==> config.mk <==
export PLATFORM = sky130hd
export DESIGN_NAME = tx_chunk_scheduler
export DESIGN_NICKNAME = d
export VERILOG_FILES = /design/src/rtl/tx_chunk_scheduler.sv
export SDC_FILE = /design/constraint.sdc
export NUM_CORES = 1
export LEC_CHECK = 0
export BUFFER_PORTS_ARGS = -buffer_cell sky130_fd_sc_hd__clkbuf_2
export CAP_MARGIN = 20
export CORE_AREA = 2 2 63 65
export CTS_CLUSTER_DIAMETER = 150
export DETAILED_ROUTE_END_ITERATION = 10
export DIE_AREA = 0 0 65 67
export PLACE_DENSITY = 0.86
export SLEW_MARGIN = 20
export SYNTH_ARGS = -nofsm -noshare
export SYNTH_HDL_FRONTEND = slang
export SYNTH_SLANG_ARGS = --single-unit
==> constraint.sdc <==
create_clock -name CLK -period 2.7 [get_ports CLK]
set_clock_uncertainty 0.15 [all_clocks]
set_input_delay 0.54 -clock CLK [delete_from_list [all_inputs] [get_ports CLK]]
set_output_delay 0.54 -clock CLK [all_outputs]
set_load 0.005 [all_outputs]
==> src/rtl/tx_chunk_scheduler.sv <==
// rtl/tx_chunk_scheduler.sv - round-robin arbiter that frames one pending source's chunk onto the shared UART
module tx_chunk_scheduler #(
    parameter int NUM_SOURCES   = 4,
    parameter int PAYLOAD_BYTES = 1
) (
    input  logic                                   CLK,
    input  logic                                   RST,
    input  logic [NUM_SOURCES-1:0]                 src_should_update,
    input  logic [8*NUM_SOURCES-1:0]               src_chunk_type,
    input  logic [8*PAYLOAD_BYTES*NUM_SOURCES-1:0] src_chunk_bytes,
    output logic [NUM_SOURCES-1:0]                 src_ack,
    output logic                                   uart_tx_valid,
    output logic [7:0]                             uart_tx_data,
    input  logic                                   uart_tx_ready,
    output logic                                   busy
);
    localparam int PTR_W = (NUM_SOURCES > 1) ? $clog2(NUM_SOURCES) : 1;
    localparam int IDX_W = $clog2(PAYLOAD_BYTES) + 1;
    localparam int PAY_W = 8 * PAYLOAD_BYTES;

    typedef enum logic [1:0] {IDLE, SEND_TYPE, SEND_PAYLOAD, ACK} state_t;

    state_t           state_q, state_d;
    logic [PTR_W-1:0] rr_ptr_q, rr_ptr_d;
    logic [PTR_W-1:0] src_q, src_d;
    logic [IDX_W-1:0] byte_idx_q, byte_idx_d;
    logic [7:0]       type_q, type_d;
    logic [PAY_W-1:0] payload_q, payload_d;

    logic             req_found;
    logic [PTR_W-1:0] grant_idx;
    logic [PTR_W-1:0] cand;
    logic [PTR_W:0]   cand_w;
    logic [7:0]       grant_type;
    logic [PAY_W-1:0] grant_payload;
    logic [PAY_W-1:0] payload_shifted;

    // First pending source at or above rr_ptr, wrapping around.
    always_comb begin : arbiter
        req_found = 1'b0;
        grant_idx = '0;
        cand_w    = '0;
        cand      = '0;
        for (int i = 0; i < NUM_SOURCES; i++) begin
            cand_w = {1'b0, rr_ptr_q} + (PTR_W+1)'(i);
            if (cand_w >= (PTR_W+1)'(NUM_SOURCES)) begin
                cand_w = cand_w - (PTR_W+1)'(NUM_SOURCES);
            end
            cand = cand_w[PTR_W-1:0];
            if (!req_found && src_should_update[cand]) begin
                req_found = 1'b1;
                grant_idx = cand;
            end
        end
    end

    always_comb begin : grant_mux
        grant_type    = '0;
        grant_payload = '0;
        for (int i = 0; i < NUM_SOURCES; i++) begin
            if (grant_idx == PTR_W'(i)) begin
                grant_type    = src_chunk_type[8*i +: 8];
                grant_payload = src_chunk_bytes[PAY_W*i +: PAY_W];
            end
        end
    end

    assign payload_shifted = payload_q >> {byte_idx_q, 3'b000};

    always_comb begin : fsm
        state_d       = state_q;
        rr_ptr_d      = rr_ptr_q;
        src_d         = src_q;
        byte_idx_d    = byte_idx_q;
        type_d        = type_q;
        payload_d     = payload_q;
        src_ack       = '0;
        uart_tx_valid = 1'b0;
        uart_tx_data  = '0;
        unique case (state_q)
            IDLE: begin
                if (req_found) begin
                    src_d      = grant_idx;
                    type_d     = grant_type;
                    payload_d  = grant_payload;
                    byte_idx_d = '0;
                    state_d    = SEND_TYPE;
                end
            end
            SEND_TYPE: begin
                uart_tx_valid = 1'b1;
                uart_tx_data  = type_q;
                if (uart_tx_ready) begin
                    state_d = SEND_PAYLOAD;
                end
            end
            SEND_PAYLOAD: begin
                uart_tx_valid = 1'b1;
                uart_tx_data  = payload_shifted[7:0];
                if (uart_tx_ready) begin
                    byte_idx_d = byte_idx_q + 1'b1;
                    if (byte_idx_q == IDX_W'(PAYLOAD_BYTES - 1)) begin
                        state_d = ACK;
                    end
                end
            end
            ACK: begin
                src_ack[src_q] = 1'b1;
                rr_ptr_d = (src_q == PTR_W'(NUM_SOURCES - 1)) ? '0 : src_q + 1'b1;
                state_d  = IDLE;
            end
            default: state_d = IDLE;
        endcase
    end

    assign busy = (state_q != IDLE);

    always_ff @(posedge CLK or posedge RST) begin
        if (RST) begin
            state_q    <= IDLE;
            rr_ptr_q   <= '0;
            src_q      <= '0;
            byte_idx_q <= '0;
            type_q     <= '0;
            payload_q  <= '0;
        end else begin
            state_q    <= state_d;
            rr_ptr_q   <= rr_ptr_d;
            src_q      <= src_d;
            byte_idx_q <= byte_idx_d;
            type_q     <= type_d;
            payload_q  <= payload_d;
        end
    end
endmodule
==> metrics <==
Worst-Skew Late Latency=approximately 0.26 ns; fin worst setup slack=0.288 ns; Fin Setup TNS=0 ns; CTS tree=done; diodes inserted=0; die height=~67 um; Setup CP Type=reg2out; # nets final=333; GPL Wtd Cong=0.774; TritonCTS buffer count=3; DP HPWL=3.34 mm; first-pass GRT wire length=6.76 mm; die area=between 0.004 and 0.005 mm2; number of max-cap violations=0; dpl cells=296; worst-path fanout max=8; most common flop cell mapped by yosys=dfrtp_1; P&R area growth vs syn=26.3%; Mapped Cells=167; number of synthesized flops with an enable pin=0; status=complete, no violations; FP Rows=22; drt total wl=4.12 mm; leakage dissipation=1.17 nW; largest net degree at the start of global routing=24; crit-path leading delay family=buffers and inverters; non-filler cells, final=300; DR vias/cell=roughly 5.3; Startpoint Class=flip-flop; Starting Density=49.1%; WP buf/inv=3; clk sink count=23; DR iter-0 viols=55; library cells used by synthesis=31; CP Capture Type=output port; most frequent cell after synthesis=mux2i_1; Die X=65 um; top cells by area, synth=dfrtp_1 (33%), mux2i_1 (19%), o221ai_2 (7.6%); fin crit period=2.41 ns; Sw Share=41.2%; biggest area consumer among synthesized cells=dfrtp_1; worst path cell trace=inv_1 -> ha_1 -> nor2b_1 -> buf_4 -> a22oi_1 -> nor2b_1 -> clkbuf_2; Slew HR=42.9%; IO Count=between 80 and 90; routed length per instance=13.7 um; Arr. time, crit path=1.72 ns; Syn Nets=247; Buffers on Ports=84; vias in the first global route=1,506; Max Clock Freq=a little over 0.4 GHz; max incr delay on CP=0.42 ns; Critical Path RT=about 2.0 ns; Root Buffer=clkbuf_8; Final ANT Viol Nets=0; sequential area share after synthesis=32.5%; Pre-Repair DR Iteration Count=4; worst slack, placed=0.543 ns; Async SR Flop Fraction=100%; Slew Limit Fails=0; Peak VDD IR=0.414 mV; Least-Margin Pin Slew=0.855 ns; mean post-synth cell area=roughly 11 um2; commonest cells in the synthesized netlist=mux2i_1 (33), dfrtp_1 (23), nand2_1 (20); NetSw=0.000881 W; fin crit share=89.3%; Slowest cell on crit path=dfrtp_1; Hold Vio Cnt, Final=0; via count=between 1.5k and 2k; CTS clk-pin slew, worst paths=0.08 ns; post-CTS sizing=0; Ys Warns=0; endpoints failing setup=0; Mapped Area=0.00177 mm2; clk buf depth=2; initial antenna violation count=0; GRT Total Usage=20.3%; area share of the largest cell type after synthesis=approximately a third; pwr/cell area=956 mW/mm2; sequential share of power=a little under a third; GRT overflow=0; RSZ-0062 raised after global routing=false; Remaining DRCs=0; CTS Hold Bufs=0; Core ar.=~0.0036 mm2; post-CTS setup buffers=0; worst hold path type=in2async; H-Tree Level Count=1; Yosys reg bits=23; Comb pwr share=60.0%; Clock power frac=roughly a tenth; CP most frequent cell=nor2b_1; layout cells sized above 1=43.3%; Pint=0.00126 W
==> final timing paths <==
path	from	end	depth (start not counted)	slack, ns
worst min register to register	payload_q[5]	payload_q[5]	2	0.36
min in group CLK	payload_q[5]	payload_q[5]	2	0.36
worst min-delay path	RST	src_q[1]	2	0.27
worst max register to register	rr_ptr_q[1]	payload_q[0]	6	0.82
max in group asynchronous	RST	type_q[5]	2	1.60
worst max-delay path	state_q[0]	uart_tx_data[0]	7	0.29
==> sequential cells by signal, summed over array words and instances (netlist names) <==
register	count
byte_idx_q	1
payload_q	8
rr_ptr_q	2
src_q	2
state_q	2
type_q	8
==> cell usage in the layout (no fill, tap or decap), types with 2 or more instances in the layout <==
cell and count:
clkbuf_2 84, o221ai_1 7, dfrtp_1 23, mux2_1 2, nor2b_1 9, nor2_1 2, o221ai_2 9, a22oi_1 8
clkbuf_8 3, mux2i_1 33, nand2b_1 3, ha_1 9, o22ai_1 2, inv_1 9, and2_1 4, a21oi_1 4
buf_4 9, nand2_1 20
==> layout make-up <==
| type | count | area, um2 |
|---|---|---|
| clock buffers | 3 | 41.3 |
| clock inverters | 1 | 5.00 |
| fillers | 318 | 1370 |
| inverters | 9 | 33.8 |
| multi-input cells | 123 | 1030 |
| flip-flops and latches | 23 | 576 |
| well taps | 48 | 60.1 |
| repair buffers | 93 | 488 |
==> worst register-to-register path, stage by stage (launching register included) <==
cell and delay, ns:
dfrtp_1 0.43, a21o_1 0.17, a21oi_1 0.14, o22a_2 0.17
buf_4 0.27, mux2i_1 0.31, o221ai_2 0.12
==> kinds of logic after synthesis <==
kind of cell	share of synthesized area, %
buf+inv	9.69
flops	32.5
simple gates	11.0
mux	20.6
fa+ha+maj	6.37
compound gates	19.8
==> through the flow <==
step	util (%)	power (W)	cell area [um2]	hold WS [ns]
final	62.0	0.00214	2230	0.273
after global placement	60.7	0.00190	2190	0.328
after floorplan	-	0.00166	1770	0.306
after global routing	62.0	0.00234	2230	0.363
after CTS	62.0	0.00216	2230	0.317
after detailed placement	60.7	0.00194	2190	0.330
==> per-layer routing <==
layer	vias to the layer above	part of all wire (%)	wire, um	global-route usage (%)
met1	738	44	1810	26.2
met4	0	0.65	27	6.65
met5	-	0	0	0
met3	2	6.4	262	2.53
li1	783	-	-	-
met2	64	49	2030	35.1
==> power groups by stage <==
stage / clock network [W] / logic [W] / registers, W
after floorplan: 0 / 0.00105 / 0.000609
after global placement: 0 / 0.00126 / 0.000640
after detailed placement: 0 / 0.00129 / 0.000647
after CTS: 0.000214 / 0.00130 / 0.000643
after global routing: 0.000228 / 0.00144 / 0.000667
final: 0.000210 / 0.00128 / 0.000646
No activity file was read; power rests on OpenSTA's default activity.
